**config.mk**
```make
export PLATFORM = sky130hd
export DESIGN_NAME = demux_1to4_stream
export DESIGN_NICKNAME = d
export VERILOG_FILES = /design/src/rtl/demux_1to4_stream_pkg.sv /design/src/rtl/demux_chan_cnt.sv /design/src/rtl/demux_1to4_stream.sv
export SDC_FILE = /design/constraint.sdc
export NUM_CORES = 1
export LEC_CHECK = 0
export BUFFER_PORTS_ARGS = -buffer_cell sky130_fd_sc_hd__buf_2
export CORE_ASPECT_RATIO = 1.75
export CORE_UTILIZATION = 45
export CTS_CLUSTER_DIAMETER = 100
export DETAILED_ROUTE_END_ITERATION = 10
export PLACE_DENSITY = 0.72
export SLEW_MARGIN = 5
export SYNTH_ARGS = -nofsm -noshare
export SYNTH_HDL_FRONTEND = slang
export SYNTH_SLANG_ARGS = --single-unit
```
**constraint.sdc**
```tcl
create_clock -name clk -period 1.9 [get_ports clk]
set_input_delay 0.19 -clock clk [delete_from_list [all_inputs] [get_ports clk]]
set_output_delay 0.19 -clock clk [all_outputs]
set_load 0.01 [all_outputs]
```
**src/rtl/demux_1to4_stream_pkg.sv**
```systemverilog
// rtl/demux_1to4_stream_pkg.sv - shared constants and types for the 1-to-4 stream demux
//
// Holds the FSM state encoding, the channel count and the select width
// used by the RTL and the testbench, plus a small one-hot decode helper.
package demux_1to4_stream_pkg;

   localparam int NCH  = 4;
   localparam int SELW = 2;

   typedef enum logic {
      ST_EMPTY = 1'b0,
      ST_FULL  = 1'b1
   } state_e;

   // Channel number -> one-hot channel mask.
   function automatic logic [NCH-1:0] chan_onehot(input logic [SELW-1:0] chan);
      logic [NCH-1:0] oh;
      oh       = '0;
      oh[chan] = 1'b1;
      return oh;
   endfunction

endpackage

```
**src/rtl/demux_chan_cnt.sv**
```systemverilog
// rtl/demux_chan_cnt.sv - per-channel delivery counter, enable-increment with silent wrap
//
// Ports:
//   clk  in   rising-edge clock
//   rst  in   asynchronous active-high reset, clears the count
//   en   in   increment by one this cycle
//   cnt  out  CW-bit running count, wraps from all-ones to zero
module demux_chan_cnt #(
   parameter int CW = 8
) (
   input  logic          clk,
   input  logic          rst,
   input  logic          en,
   output logic [CW-1:0] cnt
);

   logic [CW-1:0] cnt_q;
   logic [CW-1:0] cnt_d;

   always_comb begin
      cnt_d = cnt_q;
      if (en) begin
         cnt_d = cnt_q + CW'(1);
      end
   end

   always_ff @(posedge clk or posedge rst) begin
      if (rst) begin
         cnt_q <= '0;
      end else begin
         cnt_q <= cnt_d;
      end
   end

   assign cnt = cnt_q;

endmodule

```
**src/rtl/demux_1to4_stream.sv**
```systemverilog
// rtl/demux_1to4_stream.sv - one-entry buffered 1-to-4 stream demultiplexer with delivery counters
//
// Ports:
//   clk, rst            clock, asynchronous active-high reset
//   in_valid/in_ready   upstream handshake
//   in_data [DW]        upstream word
//   s0, s1              destination select {s1,s0}, sampled with in_data
//   out_valid [4]       one-hot per-channel valid (bit = held destination)
//   out_ready [4]       per-channel downstream ready
//   out_data [DW]       held word, shared by all channels
//   cnt0..cnt3 [CW]     words delivered per channel, wrapping
module demux_1to4_stream
   import demux_1to4_stream_pkg::*;
#(
   parameter int DW = 8,
   parameter int CW = 8
) (
   input  logic           clk,
   input  logic           rst,
   input  logic           in_valid,
   output logic           in_ready,
   input  logic [DW-1:0]  in_data,
   input  logic           s0,
   input  logic           s1,
   output logic [NCH-1:0] out_valid,
   input  logic [NCH-1:0] out_ready,
   output logic [DW-1:0]  out_data,
   output logic [CW-1:0]  cnt0,
   output logic [CW-1:0]  cnt1,
   output logic [CW-1:0]  cnt2,
   output logic [CW-1:0]  cnt3
);

   state_e          state_q;
   state_e          state_d;
   logic [DW-1:0]   data_q;
   logic [DW-1:0]   data_d;
   logic [SELW-1:0] dst_q;
   logic [SELW-1:0] dst_d;

   logic            full;
   logic            in_hs;
   logic            out_hs;
   logic [NCH-1:0]  cnt_en;
   logic [CW-1:0]   cnt_w [NCH];

   // Only the ready bit of the held destination matters; the other
   // out_ready bits are masked out here.
   always_comb begin
      full   = (state_q == ST_FULL);
      out_hs = full & out_ready[dst_q];
      // Combinational ready-through: a word leaving this cycle frees the
      // register for a new one in the same cycle.
      in_ready = ~full | out_hs;
      in_hs    = in_valid & in_ready;
   end

   always_comb begin
      state_d = state_q;
      case (state_q)
         ST_EMPTY: begin
            if (in_hs) begin
               state_d = ST_FULL;
            end
         end
         ST_FULL: begin
            if (out_hs && !in_hs) begin
               state_d = ST_EMPTY;
            end
         end
         default: begin
            state_d = ST_EMPTY;
         end
      endcase
   end

   // Data and destination only move on an accepted word, so a stalled
   // word and its select stay frozen whatever s0/s1/in_data do.
   always_comb begin
      data_d = data_q;
      dst_d  = dst_q;
      if (in_hs) begin
         data_d = in_data;
         dst_d  = {s1, s0};
      end
   end

   always_ff @(posedge clk or posedge rst) begin
      if (rst) begin
         state_q <= ST_EMPTY;
         data_q  <= '0;
         dst_q   <= '0;
      end else begin
         state_q <= state_d;
         data_q  <= data_d;
         dst_q   <= dst_d;
      end
   end

   always_comb begin
      out_valid = '0;
      cnt_en    = '0;
      if (full) begin
         out_valid = chan_onehot(dst_q);
      end
      // One-hot enable: at most one counter advances per cycle.
      if (out_hs) begin
         cnt_en = chan_onehot(dst_q);
      end
   end

   assign out_data = data_q;

   for (genvar k = 0; k < NCH; k++) begin : g_cnt
      demux_chan_cnt #(
         .CW(CW)
      ) u_cnt (
         .clk(clk),
         .rst(rst),
         .en (cnt_en[k]),
         .cnt(cnt_w[k])
      );
   end

   assign cnt0 = cnt_w[0];
   assign cnt1 = cnt_w[1];
   assign cnt2 = cnt_w[2];
   assign cnt3 = cnt_w[3];

endmodule
```
; Word level (Yosys, flattened, before mapping)
; Cells that the tools add are included.
[op_classes]
muxes = 9
n_lt_le_gt_ge = 2
addsub = 4
n_bitwise = 4
n_shift = 0
n_reduce_logical = 3
div_mod_pow = 0
multipliers = 0
n_eq_ne = 0
[op_table]
columns = operator, count
row1 = $add 8x1->8 const B, 4
row2 = $mux 4, 2
row3 = $mux 1, 4
row4 = $lt 2x3->1 const B, 1
row5 = $and 1x1->1, 2
row6 = $bmux 1 s2, 1
row7 = $demux 1 s2, 1
row8 = $ge 2x1->1 const B, 1
row9 = $logic_and 1x1->1, 2
row10 = $pmux 1 s2, 1
row11 = $logic_not 1->1, 1
row12 = $not 1->1, 1
row13 = $or 1x1->1, 1
[totals]
input_bits = 17
latch_bits = 0
mem_count = 0
ram_bits = 0
register_bits = 43
romBits = 0
elab_cells = 29
output_inout_bits = 45

; Depth between registers and ports, before layout
; Gate-level depths: netlist (run 1).
[depth]
word_depth = 9
ltp_mapped = 4
ltp_nobuf = 4

; Modules after synthesis
; Synthesis (run 1) repeated with hierarchy kept, for this count alone.
[hier_totals]
hier_cells = 153
hier_area_um2 = 1973.1
[modules_own_cells]
columns = module, area_each_um2, cells_per_inst, instances, seq_area_each_um2
row1 = demux_chan_cnt, 345.3, 27, 4, 200.2
row2 = demux_1to4_stream, 591.8, 45, 1, 275.3

; Worst setup path after synthesis (run 1)
; No wires, ideal clock.
[synth_timing]
path_kind = reg2reg
from = register dst_q[1]
to = register data_q[0] (netlist: out_data[0])
slack_ns = 0.379
required_time_ns = 1.775
period_less_slack_ns = 1.521
path_stages_with_launch = 4
arrival_ns = 1.396
setup_time_ns = 0.125
n_path_buf = 0
cell_sequence = dfrtp_1 -> mux2_2 -> o221ai_4 -> mux2_2
[synth_via]
elab_chain_len = 5
[synth_rtl]
columns = element, line
row1 = from (decl), demux_1to4_stream.sv:38  ; logic [SELW-1:0] dst_q;
row2 = from (signal assigned), demux_1to4_stream.sv:96  ; dst_q <= dst_d;
row3 = $bmux 1 s2, demux_1to4_stream.sv:51  ; out_hs = full & out_ready[dst_q];
row4 = $mux 1 (not written as such), demux_1to4_stream.sv:51
row5 = $and 1x1->1, demux_1to4_stream.sv:51
row6 = $or 1x1->1, demux_1to4_stream.sv:54  ; in_ready = ~full | out_hs;
row7 = $and 1x1->1, demux_1to4_stream.sv:55  ; in_hs = in_valid & in_ready;
row8 = to (signal assigned), demux_1to4_stream.sv:95  ; data_q <= data_d;
row9 = to (decl), demux_1to4_stream.sv:36  ; logic [DW-1:0] data_q;
; No other way between the ends. The select of a mux whose other input is x is not followed.
; A chain may end at the register's enable or synchronous reset.

; Final worst setup path (run 1)
[layout_timing]
from = register dst_q[1]
to = register data_q[2] (netlist: out_data[2])
; Same word-level chain as after synthesis.

==> flow_summary_export.csv, run 1 <==
group,metric,value,unit
run_status,run_status,"finished, final reports clean",
timing,finalCritPeriodShare,89.2,%
cells_and_area,num_antenna_cells,0,
yosys,ys_seq_area_share,53.5,%
floorplanning,pin_count,62,
routing,drt_drc_violations_left,0,
timing,finalHoldViolations,0,
grt,pin_count_of_the_biggest_net_entering_global_routing,23,
timing,rsz_0062_raised_after_global_routing,"false",
floorplanning,full_die_area,4750,µm²
flow_run,maxCapViolations,0,
cells_and_area,layout_common_cells,"buf_2 (61), dfrtp_1 (43), nand2_1 (18)",
yosys,mappedNetlistArea,2010,µm²
clocking,ctsRootBufferMaster,"clkbuf_8",
worst_setup_path,worst_setup_path_end_kind,"flop",
worst_setup_path,timing.critical_path.fanout_max,9,
yosys,synthesis.instances,165,
worst_setup_path,r2r_setup_slack,0.20,ns
routing,drt-pass1-iter-count,4,
floorplanning,core.rowCount,31,
worst_setup_path,worstSetupPathType,"reg -> reg",
grt,first_global_vias,1417,
timing,finalSetupTns,0,ns
routing,postRouteAntennaNets,0,
grt,grtUsageTotal,18.1,%
cells_and_area,areaGrowthSynthToFinish,23.1,%
timing,layout_min_cycle_time,1.70,ns
yosys,share_of_the_synthesized_area_in_the_top_cell_type,53.5,%
worst_setup_path,worst_r2r_path_cells,3,
yosys,synth-seq-cells,43,
timing,fin_skew,0.00585,ns
power,irDropWorstVdd,0.756,mV
grt,wire_length_of_the_first_global_routing_pass,6.42,mm
placement,gp_congestion,0.885,
clocking,clock_path_buffers,2,
timing,upper_clock_frequency_limit,590,MHz
routing,wire_per_inst,13.3,µm
clocking,cts_sinks,43,
placement,io_buffers,61,
routing,routed_via_density,5.24,
timing,maxSlewViolCount,0,
worst_setup_path,critPathRequiredTime,2.08,ns
timing,slew_headroom,46.6,%
clocking,clk_transition_reported_paths,0.07,ns
power,static_leak,1.31,nW
clocking,post_cts.resized_instances,0,
floorplanning,start_util,47.6,%
yosys,post_synthesis_cell_type_count,31,
clocking,clock_tree.htree_level_count,2,
yosys,yosys_warnings,0,
power,cellPowerDensity,1200,nW/µm²
timing,worst_slew_pin_slew,0.796,ns
hold_path,timing.hold.worst_path_depth,2,
routing,number_of_drc_violations_after_detailed_routing_iteration_0,13,
routing,vias,1482,
cells_and_area,design.final.nets,256,
timing,setup_viol,0,
routing,totalWireLength,3.75,mm
cells_and_area,fraction_of_final_layout_cells_with_drive_strength_greater_than_1,38.0,%
timing,fin_hold_ws,0.127,ns
grt,leftover_overflow_at_the_end_of_global_routing,0,
cells_and_area,layout_commonest_cell,"buf_2",
placement,place.detailed.hpwl,2.84,mm
floorplanning,core_region_area,4230,µm²
yosys,post_synth_main_area_contributors,"dfrtp_1 (54%), xor2_1 (7.4%), mux2_2 (6.7%), xnor2_1 (4.8%), nand2_1 (3.4%)",
hold_path,timing.hold.worst.class,"in -> reg",
floorplanning,floorplan.die.height,90.4,µm
grt,grt_antenna_before_repair,0,
yosys,per_instance_average_area_after_synthesis,12.2,µm²
worst_setup_path,crit_arrival,1.87,ns
yosys,net_count_of_the_mapped_netlist,186,
clocking,cts_tree,"yes",
floorplanning,horizontal_extent_of_the_die,52.5,µm
clocking,clock_insertion_delay_worst_skew,0.29,ns
worst_setup_path,startpoint_type,"flop",
yosys,synth.largest_area_cell,"dfrtp_1",
clocking,cts_made_buffers,5,
## per-stage QoR
step                power [mW]  util [%]  worst slack, ns  instance area [µm²]  cells
floorplan                 2.06         -            0.379                 2010    165
CTS                       3.02      58.6            0.182                 2480    283
finish                    2.97      58.6            0.205                 2480    283
detailed placement        2.47      56.6            0.199                 2390    276
global placement          2.44      56.6            0.235                 2390    276
global route              3.18      58.6           0.0922                 2480    283
## cells by family (layout without fill, tap and decap cells)
group,Yosys count,count (layout),share of synthesized area [%]
buffers and inverters,8,77,2.24
xor gates and xnor gates,28,28,12.2
adders and majority gates,4,4,2.49
AOI/OAI and AO/OA,5,5,2.80
muxes,13,13,7.22
DFF,43,43,53.5
and+or+nand+nor,64,64,19.5
## area by class of cell
cell class                 instances  area (µm²)
inverter                           5        18.8
clock buffer                       6        72.6
tap                               49        61.3
multi-input combinational        114         890
sequential                        43        1080
timing repair buffer              66         358
fill                             372        1750
## state kept, by name, summed over array words and instances, names as in the netlist
signal and cells:
out_data 8, full 1, g_cnt.u_cnt.cnt 32, dst_q 2
## power breakdown
group	switching, mW	total (mW)	internal [mW]
sequential	0.263	1.42	1.15
combinational	0.523	1.03	0.503
clock	0.284	0.529	0.245
## Yosys cell counts, drive strengths merged
| cell | n |
|---|---|
| a21boi | 1 |
| and3 | 4 |
| and3b | 1 |
| and4b | 1 |
| and4bb | 1 |
| buf | 3 |
| dfrtp | 43 |
| ha | 4 |
| inv | 5 |
| mux2 | 12 |
| mux2i | 1 |
| nand2 | 18 |
| nand2b | 1 |
| nand3 | 8 |
| nand4 | 5 |
| nand4b | 2 |
| nand4bb | 1 |
| nor2 | 10 |
| nor3 | 7 |
| nor4 | 4 |
| o211ai | 1 |
| o221ai | 2 |
| o22ai | 1 |
| or3 | 1 |
| xnor2 | 11 |
| xor2 | 17 |
## layer usage
layer  vias up  global-route usage, %  share of wire [%]
met5         -                      0                  0
met4         0                   8.77                2.1
met3         6                   4.38                5.1
met2        50                   28.7                 50
met1       718                   22.3                 43
li1        708                      -                  -
## critical path: stages, from the launching register on
cell and delay, ns:
dfrtp_1 0.46, mux2_2 0.41, o221ai_4 0.33, mux2_2 0.38
## final timing paths
| check | from | to |
|---|---|---|
| setup / recovery | dst_q[1] | out_data[2] |
| setup reg to reg | dst_q[1] | out_data[2] |
| hold reg to reg | g_cnt[3].u_cnt.cnt[7] | g_cnt[3].u_cnt.cnt[7] |
| hold / removal | in_data[4] | out_data[4] |
| min in group asynchronous | rst | g_cnt[1].u_cnt.cnt[7] |
| max in group asynchronous | rst | dst_q[0] |
## timing repair
item | CTS | global route
hold buffers | 1 | 0
endpoints found under the hold margin | 21 | 0
setup buffers | 0 | 0
Note: power is estimated with default switching activity, not from simulation.
==> run 2: changes to the inputs <==
==> constraint.sdc (replaced) <==
create_clock -name clk -period 1.9 [get_ports clk]
set_input_delay 0.095 -clock clk [delete_from_list [all_inputs] [get_ports clk]]
set_output_delay 0.095 -clock clk [all_outputs]
set_load 0.01 [all_outputs]
==> flow_summary_export.csv, run 2 (synthesis results as in run 1) <==
group,metric,value,unit
worst_setup_path,cpMostUsedCell,"mux2_2",
power,cellPowerDensity,1260,nW/µm²
timing,maxSlewViolCount,0,
grt,first_global_vias,1516,
timing,finalSetupTns,0,ns
clocking,clk_transition_reported_paths,0.08,ns
cells_and_area,layout_commonest_cell,"buf_2",
grt,leftover_overflow_at_the_end_of_global_routing,0,
hold_path,min-delay-start,"in_data[0]",
routing,highest_layer,"met4",
placement,place.detailed.hpwl,2.94,mm
hold_path,timing.hold.worst.class,"in -> reg",
floorplanning,start_util,47.6,%
cells_and_area,design.final.nets,256,
placement,io_buffers,61,
worst_setup_path,worst_setup_path_end_kind,"flop",
placement,post-place-ws,0.197,ns
clocking,cts_made_buffers,5,
clocking,clock_insertion_delay_worst_skew,0.29,ns
grt,pin_count_of_the_biggest_net_entering_global_routing,23,
routing,met2_length,2.05,mm
timing,rsz_0062_raised_after_global_routing,"false",
worst_setup_path,cpMaxStageDelayCell,"dfrtp_1",
worst_setup_path,critPathLaunch,"dst_q[1]",
routing,wire_per_inst,13.4,µm
flow_run,maxCapViolations,0,
cells_and_area,num_antenna_cells,0,
timing,worst_slew_pin_slew,0.813,ns
clocking,cts_setup_buffers,0,
cells_and_area,fraction_of_final_layout_cells_with_drive_strength_greater_than_1,39.0,%
routing,totalWireLength,3.81,mm
worst_setup_path,slowest_delay,0.46,ns
timing,finalHoldViolations,0,
floorplanning,core.rowCount,31,
timing,worst_slack,0.204,ns
clocking,clock_path_buffers,2,
floorplanning,horizontal_extent_of_the_die,52.5,µm
worst_setup_path,r2r_startpoint,"dst_q[1]",
routing,drt_drc_violations_left,0,
cells_and_area,layout_common_cells,"buf_2 (61), dfrtp_1 (43), nand2_1 (18)",
routing,route.layer.met1.wl,1.52,mm
cells_and_area,fin_util,59.6,%
floorplanning,core_region_area,4230,µm²
worst_setup_path,crit_path_cell_trace,"mux2_2 > o221ai_4 > mux2_2",
routing,routed_via_density,5.25,
cells_and_area,post_layout_nonfiller_instances,285,
worst_setup_path,worstSetupPathType,"reg -> reg",
run_status,run_status,"finished, final reports clean",
timing,finalCritPeriodShare,89.2,%
clocking,cts_sinks,43,
grt,grt_antenna_before_repair,0,
power,static_leak,1.34,nW
timing,slew_headroom,45.5,%
routing,vias,1497,
floorplanning,floorplan.die.height,90.4,µm
timing,fin_hold_ws,0.0352,ns
worst_setup_path,startpoint_type,"flop",
cells_and_area,areaGrowthSynthToFinish,25.4,%
worst_setup_path,crit_arrival,1.87,ns
routing,number_of_drc_violations_after_detailed_routing_iteration_0,18,
placement,gp_congestion,0.880,
worst_setup_path,cp_top_family,"multiplexers",
timing,upper_clock_frequency_limit,590,MHz
clocking,ctsRootBufferMaster,"clkbuf_8",
routing,routed-wl-met3,189,µm
clocking,cts_tree,"yes",
worst_setup_path,crit_buf_inv,0,
grt,wire_length_of_the_first_global_routing_pass,6.71,mm
placement,place_inst,276,
floorplanning,pin_count,62,
routing,postRouteAntennaNets,0,
power,irDropWorstVdd,0.853,mV
cells_and_area,largest_register_ffs,32,
grt,grtUsageTotal,18.4,%
timing,setup_viol,0,
routing,drt-pass1-iter-count,4,
timing,fin_skew,0.0101,ns
worst_setup_path,timing.critical_path.fanout_max,9,
worst_setup_path,critPathRequiredTime,2.07,ns
floorplanning,full_die_area,4750,µm²
clocking,clock_tree.htree_level_count,2,
timing,layout_min_cycle_time,1.70,ns
-- run 2: cell types whose count changed in the layout (fill, tap and decap cells not counted), sizes merged --
cell | previous run | this run
clkinv | 1 | 2
bufinv | 0 | 1
-- run 2: final cells by class --
cell class / count / area (µm²)
Sequential cell: 43 / 1080
Timing Repair Buffer: 66 / 358
Inverter: 5 / 18.8
Multi-Input combinational cell: 114 / 890
Fill cell: 378 / 1710
Clock inverter: 2 / 35.0
Clock buffer: 6 / 82.6
Tap cell: 49 / 61.3
-- run 2: path summary, 6_finish.rpt --
kind / end / slack (ns) / depth (start not counted)
setup / recovery: out_data[4] / 0.20 / 3
hold / removal: out_data[0] / 0.04 / 2
setup reg to reg: out_data[4] / 0.20 / 3
hold reg to reg: g_cnt[3].u_cnt.cnt[7] / 0.47 / 1
max in group asynchronous: g_cnt[3].u_cnt.cnt[6] / 0.97 / 4
min in group asynchronous: g_cnt[1].u_cnt.cnt[4] / 0.39 / 3
-- run 2: routing by layer --
metal | vias to the layer above | GRT usage (%)
met5 | - | 0
met4 | 0 | 5.92
met3 | 7 | 4.38
met2 | 55 | 33.1
met1 | 727 | 20.2
li1 | 708 | -
-- run 2: per-stage QoR --
step | area (µm²) | total power [mW]
3_3_place_gp | 2390 | 2.44
5_1_grt | 2520 | 3.37
4_1_cts | 2520 | 3.22
6_report | 2520 | 3.17
3_5_place_dp | 2390 | 2.47
2_1_floorplan | 2010 | 2.06
-- run 2: power by group --
part           switching, mW  internal, mW
registers              0.261          1.15
clock network          0.301         0.425
logic                  0.524         0.503
-- run 2: repair_timing --
action,CTS,global route
hold buffers,1,0
gates resized for setup,0,0
endpoints found under the hold margin,21,0
==> run 3: changes to the inputs <==
--- a/config.mk
+++ b/config.mk
@@ -11,6 +11,7 @@
 export CTS_CLUSTER_DIAMETER = 100
 export DETAILED_ROUTE_END_ITERATION = 10
 export PLACE_DENSITY = 0.72
+export RECOVER_POWER = 25
 export SLEW_MARGIN = 5
 export SYNTH_ARGS = -nofsm -noshare
 export SYNTH_HDL_FRONTEND = slang
==> flow_summary_export.csv, run 3 (synthesis results as in run 1) <==
group,metric,value,unit
grt,grt_most_used_layer,"met2",
cells_and_area,areaGrowthSynthToFinish,24.7,%
power,irDropWorstVdd,0.853,mV
routing,postRouteAntennaNets,0,
timing,upper_clock_frequency_limit,590,MHz
grt,grtUsageTotal,18.4,%
routing,drt_drc_violations_left,0,
floorplanning,core.rowCount,31,
worst_setup_path,worstSetupPathType,"reg -> reg",
clocking,ctsRootBufferMaster,"clkbuf_8",
worst_setup_path,cp_top_family,"multiplexers",
power,finalPower,3.15,mW
clocking,clock_tree.htree_level_count,2,
worst_setup_path,worst_r2r_endpoint,"out_data[4]",
hold_path,timing.hold.worst_path_depth,2,
cells_and_area,multi_input_area,890,µm²
timing,slew_headroom,45.5,%
worst_setup_path,startpoint_type,"flop",
placement,io_buffers,61,
floorplanning,full_die_area,4750,µm²
clocking,cts_made_buffers,5,
timing,finalSetupTns,0,ns
worst_setup_path,crit_buf_inv,0,
worst_setup_path,cpMostUsedCell,"mux2_2",
hold_path,min-delay-start,"in_data[0]",
floorplanning,core_region_area,4230,µm²
worst_setup_path,timing.critical_path.fanout_max,9,
timing,finalHoldViolations,0,
worst_setup_path,r2r_setup_slack,0.21,ns
routing,totalWireLength,3.80,mm
timing,maxSlewViolCount,0,
grt,grt_antenna_before_repair,0,
grt,gr_met2_demand_resource,33.1,%
floorplanning,start_util,47.6,%
grt,first_global_vias,1516,
cells_and_area,ff_latch_area,1080,µm²
worst_setup_path,critPathRequiredTime,2.07,ns
timing,finalCritPeriodShare,89.2,%
routing,routed_via_density,5.25,
clocking,cts_sinks,43,
floorplanning,horizontal_extent_of_the_die,52.5,µm
hold_path,timing.hold.worst.class,"in -> reg",
cells_and_area,design.final.nets,256,
grt,leftover_overflow_at_the_end_of_global_routing,0,
cells_and_area,layout_commonest_cell,"buf_2",
clocking,clock_path_buffers,2,
routing,wire_per_inst,13.3,µm
grt,wire_length_of_the_first_global_routing_pass,6.71,mm
worst_setup_path,cpMaxStageDelayCell,"dfrtp_1",
cells_and_area,num_antenna_cells,0,
floorplanning,pin_count,62,
cells_and_area,fillerInstances,377,
placement,place.detailed.hpwl,2.94,mm
run_status,run_status,"finished, final reports clean",
grt,grt_util_met3,4.38,%
routing,vias,1497,
cells_and_area,layout_common_cells,"buf_2 (50), dfrtp_1 (43), nand2_1 (18)",
timing,worst_slew_pin_slew,0.813,ns
power,cellPowerDensity,1260,nW/µm²
grt,pin_count_of_the_biggest_net_entering_global_routing,23,
flow_run,maxCapViolations,0,
grt,grt.met1_usage,20.2,%
worst_setup_path,crit_path_cell_trace,"mux2_2 > o221ai_4 > mux2_2",
routing,drt-pass1-iter-count,4,
worst_setup_path,slowest_delay,0.46,ns
floorplanning,floorplan.die.height,90.4,µm
timing,setup_viol,0,
cells_and_area,fraction_of_final_layout_cells_with_drive_strength_greater_than_1,34.3,%
worst_setup_path,r2r_startpoint,"dst_q[1]",
timing,fin_skew,0.0101,ns
clocking,cts_setup_buffers,0,
hold_path,worstHoldEndpoint,"out_data[0]",
cells_and_area,largest_register_ffs,32,
routing,number_of_drc_violations_after_detailed_routing_iteration_0,19,
worst_setup_path,worst_r2r_path_cells,3,
timing,layout_min_cycle_time,1.69,ns
clocking,cts_tree,"yes",
power,static_leak,1.30,nW
worst_setup_path,worst_setup_path_end_kind,"flop",
placement,gp_congestion,0.880,
clocking,clk_transition_reported_paths,0.08,ns
clocking,clock_insertion_delay_worst_skew,0.29,ns
timing,rsz_0062_raised_after_global_routing,"false",
worst_setup_path,crit_arrival,1.87,ns
## run 3: cell count changes in the layout (fill, tap and decap cells not counted)
cell / change
buf_2: -11
clkbuf_1: +11
## run 3: repair_timing
| item | in CTS | in global routing |
|---|---|---|
| hold buffers | 1 | 0 |
| hold endpoints to repair | 21 | 0 |
| resized for setup | 0 | 0 |
## run 3: power by group
part	switching (mW)	total [mW]	leakage (nW)	internal [mW]
combinational	0.523	1.01	0.694	0.487
clock	0.301	0.726	0.0612	0.425
sequential	0.262	1.42	0.548	1.15
total	1.09	3.15	1.30	2.07
## run 3: layer usage
metal,up-vias,routed length [µm]
met5,-,0
met4,0,53
met3,7,192
met2,55,2050
met1,728,1500
li1,707,-
## run 3: area by class of cell
type	count	share of cell area, %
Tap cell	49	2.45
Clock buffer	6	3.29
Clock inverter	2	1.40
Timing Repair Buffer	66	13.7
Sequential cell	43	42.9
Inverter	5	0.749
Multi-Input combinational cell	114	35.5
## run 3: worst max path at each step
stage,from,to,slack [ns],depth (start not counted)
after CTS,dst_q[1],out_data[4],0.18,3
after global placement,dst_q[1],out_data[7],0.24,3
final,dst_q[1],out_data[4],0.21,3
after global routing,dst_q[1],out_data[4],0.08,3
after floorplan,dst_q[1],out_data[0],0.38,3
after detailed placement,dst_q[1],out_data[4],0.20,3
## run 3: worst register-to-register path, stage by stage (launching register included)
cell,delay (ns)
dfrtp_1,0.46
mux2_2,0.41
o221ai_4,0.33
mux2_2,0.38
## run 3: per-stage QoR
stage | setup WS [ns] | cell area (µm²) | hold slack (ns) | std cells | util [%]
after detailed placement | 0.197 | 2390 | 0.197 | 276 | 56.6
after CTS | 0.178 | 2520 | 0.0214 | 285 | 59.6
after global routing | 0.0751 | 2510 | 0.0268 | 285 | 59.3
after global placement | 0.238 | 2390 | 0.192 | 276 | 56.6
final | 0.205 | 2510 | 0.0355 | 285 | 59.3
after floorplan | 0.379 | 2010 | 0.205 | 165 | -
